File: src/rtl/aes_enc_controller.sv
// aes_enc_controller: AES encryption round sequencer (initial AddRoundKey, NUM_ROUNDS rounds, ciphertext handshake)
// in : clk, n_rst (async active-low), enable_encrypt, key_ready, abort, out_ready
// out: clear, load_input, round_key_sel, round_enable, skip_mix, state_wr, round_count, enc_busy, out_valid
module aes_enc_controller #(
  parameter int NUM_ROUNDS = 10,
  parameter int CNT_W = 4
) (
  input  logic             clk,
  input  logic             n_rst,
  input  logic             enable_encrypt,
  input  logic             key_ready,
  input  logic             abort,
  input  logic             out_ready,
  output logic             clear,
  output logic             load_input,
  output logic [CNT_W-1:0] round_key_sel,
  output logic             round_enable,
  output logic             skip_mix,
  output logic             state_wr,
  output logic [CNT_W-1:0] round_count,
  output logic             enc_busy,
  output logic             out_valid
);
  typedef enum logic [2:0] {IDLE, LOAD, KEYWAIT, ROUND_A, ROUND_B, DONE} state_t;
  state_t state, state_nxt;
  logic [CNT_W-1:0] cnt, cnt_nxt;
  logic last;
  assign last = cnt == CNT_W'(NUM_ROUNDS - 1);
  assign round_count = cnt;
  always_ff @(posedge clk or negedge n_rst)
    if (!n_rst) begin
      state <= IDLE;
      cnt   <= '0;
    end else begin
      state <= state_nxt;
      cnt   <= cnt_nxt;
    end
  always_comb begin
    clear = 1'b0;
    load_input = 1'b0;
    round_enable = 1'b0;
    skip_mix = 1'b0;
    state_wr = 1'b0;
    out_valid = 1'b0;
    round_key_sel = '0;
    enc_busy = 1'b1;
    cnt_nxt = cnt;
    state_nxt = IDLE;
    case (state)
      IDLE: begin
        enc_busy = 1'b0;
        state_nxt = enable_encrypt ? LOAD : IDLE;
      end
      LOAD: begin
        clear = 1'b1;
        load_input = 1'b1;
        cnt_nxt = '0;
        state_nxt = KEYWAIT;
      end
      KEYWAIT: begin
        round_key_sel = CNT_W'(1);
        state_nxt = key_ready ? ROUND_A : KEYWAIT;
      end
      ROUND_A: begin
        round_enable = 1'b1;
        round_key_sel = cnt + 1'b1;
        skip_mix = last;
        state_nxt = ROUND_B;
      end
      ROUND_B: begin
        round_enable = 1'b1;
        round_key_sel = cnt + 1'b1;
        skip_mix = last;
        state_wr = 1'b1;
        cnt_nxt = cnt + 1'b1;
        state_nxt = last ? DONE : ROUND_A;
      end
      DONE: begin
        out_valid = 1'b1;
        round_key_sel = CNT_W'(NUM_ROUNDS);
        state_nxt = out_ready ? IDLE : DONE;
      end
      default: begin
        enc_busy = 1'b0;
        state_nxt = IDLE;
      end
    endcase
    // abort wins over every transition and freezes the round counter
    if (abort) begin
      state_nxt = IDLE;
      cnt_nxt = cnt;
    end
  end
endmodule

File: config.mk
export PLATFORM = sky130hd
export DESIGN_NAME = aes_enc_controller
export DESIGN_NICKNAME = d
export VERILOG_FILES = /design/src/rtl/aes_enc_controller.sv
export SDC_FILE = /design/constraint.sdc
export NUM_CORES = 1
export LEC_CHECK = 0
export CAP_MARGIN = 10
export CORE_MARGIN = 5
export CORE_UTILIZATION = 39
export CTS_CLUSTER_DIAMETER = 80
export CTS_CLUSTER_SIZE = 28
export DETAILED_ROUTE_END_ITERATION = 8
export HOLD_SLACK_MARGIN = 0.05
export PLACE_DENSITY = 0.82
export SYNTH_ARGS = -nofsm -noshare
export SYNTH_HDL_FRONTEND = slang
export SYNTH_SLANG_ARGS = --single-unit
File: constraint.sdc
create_clock -name clk -period 1.72 [get_ports clk]
set_clock_uncertainty 0.2 [all_clocks]
set_input_delay 0.344 -clock clk [delete_from_list [all_inputs] [get_ports clk]]
set_output_delay 0.344 -clock clk [all_outputs]
set_load 0.03 [all_outputs]
# After elaboration in Yosys (flattened, before gate mapping)
# Cells that the tools add are included.
[totals] regBits=7
[classes] n_reduce_logical=5 n_addsub=1 n_eq_ne=6 n_mux=14 bitwise=1
[op_table] op="$pmux 3 s6" count=1
[op_table] op="$pmux 4 s3" count=1
[op_table] op="$mux 3" count=3
[op_table] op="$mux 1" count=8
[op_table] op="$pmux 4 s2" count=1
[op_table] op="$eq 3x2->1 const B" count=2
[op_table] op="$eq 3x3->1 const B" count=2
[op_table] op="$reduce_or 5->1" count=1
[op_table] op="$add 4x1->4 const B" count=1
[op_table] op="$eq 4x4->1 const B" count=1
[op_table] op="$eq 3x1->1 const B" count=1
[op_table] op="$logic_not 3->1" count=1
[op_table] op="$reduce_and 2->1" count=1
[op_table] op="$reduce_bool 2->1" count=1
[op_table] op="$reduce_or 2->1" count=1
[op_table] op="$not 1->1" count=1

# Logic depth before layout (Yosys ltp)
[logic_depth] depth_word=4 mapped_depth=5 mapped_depth_nobuf=5

# Worst setup path before layout
# Ideal clock, no wire load.
[synth_path] kind="register to output" start="register state[0]" end="output round_key_sel[3]" slack_ps=-868 path_buffers=1 stages_incl_launch_ff=6 t_arrival_ps=2044 cell_sequence="dfrtp_1 > buf_4 > or3b_1 > inv_1 > a21oi_1 > o31ai_1"
[synth_via] elab_chain_len=3 word_cells_on_any_way=6 classes_between="eq/ne: 4; mux: 1; reduce/logical: 1"
[synth_rtl] item="start: declaration" line_no="25" text="state_t state, state_nxt;"
[synth_rtl] item="start signal: assignment" line_no="35" text="state <= state_nxt;"
[synth_rtl] item="$eq 3x3->1 or $eq 3x2->1 (tied branches)" line_no="49" text="case (state)"
[synth_rtl] item="$reduce_or 2->1 (no line)"
[synth_rtl] item="$pmux 4 s3 (*)" line_no="49"
[synth_rtl] item="end: declaration" line_no="16" text="output logic [CNT_W-1:0] round_key_sel,"
# Every way passes the cells marked *; elsewhere a longest branch is shown, timed or not.

# Worst setup path in the final report
[layout_path] start="register state[1]" end="output round_key_sel[3]"
# Same word-level chain as after synthesis.

==> run metrics <==
outcome=complete, but fails checks; failing checks=negative setup slack; nets=120; final count of pins violating max slew=0; HP Class=input port to async pin; top-count cell post-synth=dfrtp_1; IO Port Bufs=20; syn nets=80; post-layout min period=2120 ps; Area Growth Syn to Fin=80.5%; Worst-Margin Slew=375 ps; Comb pwr share=57.3%; total grt overflow=0; post-synthesis cell count=71; Seq cells post-synth=7; FF/Latch Area=178 um2; Core Region=1490 um2; Clock Power Share=17.2%; Final Setup Violations=11; Max Root-Sink Buffers=2; DR WL/cell=15.3 um; Worst setup EP type=output port; post-synth cell types=32; Vias=690; Total Routed Length=1930 um; final hold violations=0; ys flop type=dfrtp_1; I/O pin cnt=21; Post-synth ARST share=100%; global-route wire length before repair=3190 um; vias per inst=5.48; Critical Path Fanout Max=4; CTS sink cnt=7; Avg Synthesized Cell Area=8.48 um2; Synth Cell Area=602 um2; slack of the critical path=-399 ps; PD cells=839 nW/um2; critical path class=flip-flop to output port; Max stage delay on crit path=440 ps; Clock Latency Late Sink=260 ps; EDFF count, synth=0; Die X=49.3 um; GRT Total Usage=17.4%; P_leak=0.486 nW; H-tree depth=1; CTS tree=done; residual DRC count=0; CP cell instances=or3b_4 > clkinv_4 > a21oi_4 > o31ai_4 > buf_6; die area=2430 um2; Sw Share=42.2%; max cap viols=0; top cells by area, synth=dfrtp_1 (29%), ha_1 (6.2%), nor3b_1 (6.2%); number of global-route vias before repair=752; Int Pwr=0.000526 W; Worst VDD drop=0.578 mV; Hold WS=140 ps; initial core utilization=40.4%; clock transition at the registers of the reported paths=60 ps; TritonCTS buffer count=3; ANT cells=0; multi-input logic area=475 um2; fillers=119; Switch Pwr=0.000385 W; commonest cells in the synthesized netlist=dfrtp_1 (7), a21oi_1 (6), inv_1 (5), nor3b_1 (5), o21ai_0 (5); die height=49.3 um; slowest CP cell=or3b_4; end-of-flow core utilization=72.9%; WP data arrival=1580 ps; RSZ-0062 raised after global routing=true; pin count of the biggest net entering global routing=19; Power Total=0.000911 W; CP startpoint kind=flip-flop; max frequency=472 MHz; share of cells above drive strength 1=50.9%; post-synthesis sequential area ratio=29.1%; Period Utilization, post-route=123%; First-pass DRT Iterations=5; dpl ws=-140 ps; Initial DRC Count=12; initial antenna violation count=0; Placed Cells=120; CTS root buf=clkbuf_4; Synth area leader=dfrtp_1; CP required=1180 ps; YS warnings=0; Post-DP HPWL=1460 um; FP Rows=14; worst rel slew slack=74.9%; Sequential Power Share=25.5%; top cell type's share of synthesized area=29.1%; Routed Antenna Nets=0; Post-Layout Cell Count=126; reg2reg setup slack=50 ps; routability cong.=0.797
-- final timing paths --
| path | from | to | depth (start not counted) |
|---|---|---|---|
| max | state[1] | round_key_sel[3] | 5 |
| max in group asynchronous | n_rst | round_count[1] | 1 |
| max reg2reg | state[1] | round_count[0] | 4 |
| min in group clk | round_count[1] | round_count[1] | 2 |
| min | n_rst | round_count[0] | 1 |
| min reg2reg | round_count[1] | round_count[1] | 2 |
-- kinds of logic (layout without fill, tap and decap cells) --
| kind of cell | Yosys count | after routing | share of synthesized area [%] |
|---|---|---|---|
| xor+xnor | 2 | 2 | 2.91 |
| fa+ha+maj | 3 | 3 | 6.24 |
| simple gates | 24 | 24 | 25.8 |
| compound gates | 23 | 23 | 24.9 |
| flops | 7 | 7 | 29.1 |
| mux | 2 | 2 | 3.53 |
| buf+inv | 10 | 49 | 7.48 |
-- power groups by stage --
stage / logic (W) / registers, W / clock network [W]
floorplan: 0.000243 / 0.000284 / 0
global placement: 0.000478 / 0.000236 / 0
detailed placement: 0.000494 / 0.000235 / 0
CTS: 0.000499 / 0.000232 / 0.000159
global route: 0.000556 / 0.000240 / 0.000174
finish: 0.000522 / 0.000233 / 0.000157
-- final cells by class --
cell class | instances | share of cell area [%]
multi-input cells | 54 | 43.8
repair buffers | 40 | 33.3
flip-flops and latches | 7 | 16.4
inverters | 5 | 2.19
clock buffers | 3 | 2.07
well taps | 16 | 1.84
clock inverters | 1 | 0.461
-- state kept, by name (all words and copies together) (netlist names) --
register	count
state	3
round_count	4
-- metrics by stage --
step	setup TNS (ps)	instance area, um2
2_1_floorplan	-767	702
3_3_place_gp	-562	970
3_5_place_dp	-727	970
4_1_cts	-3150	1040
5_1_grt	-3960	1090
6_report	-3250	1090
-- layer usage --
layer / routed length [um] / GRT usage, %
met2: 1050 / 31.8
met5: 0 / 0
met4: 34 / 9.42
met1: 754 / 17.0
met3: 87 / 5.20
-- critical path: cells and delay by family, from the launching register on --
kind                   cells  cell delay, ps
AOI/OAI and AO/OA          2             230
DFF                        1             410
buffers and inverters      2             230
and+or+nand+nor            1             440
-- what timing repair did --
| item | 4_1_cts | 5_1_grt |
|---|---|---|
| buffers inserted | 1 | 2 |
| pin swaps | 2 | 5 |
| hold endpoints to repair | 0 | 0 |
| endpoints found under the setup margin | 14 | 13 |
| hold buffers | 0 | 0 |
| resized for setup | 15 | 10 |
| gates cloned | 0 | 0 |
-- layout by cell type (no fill, tap or decap), types with 4 or more instances in the layout --
cell type	instances
clkdlybuf4s50_1	5
buf_4	20
dfrtp_1	5
buf_6	12
o21ai_0	4
nor3b_1	4
No activity file was read; power rests on OpenSTA's default activity.
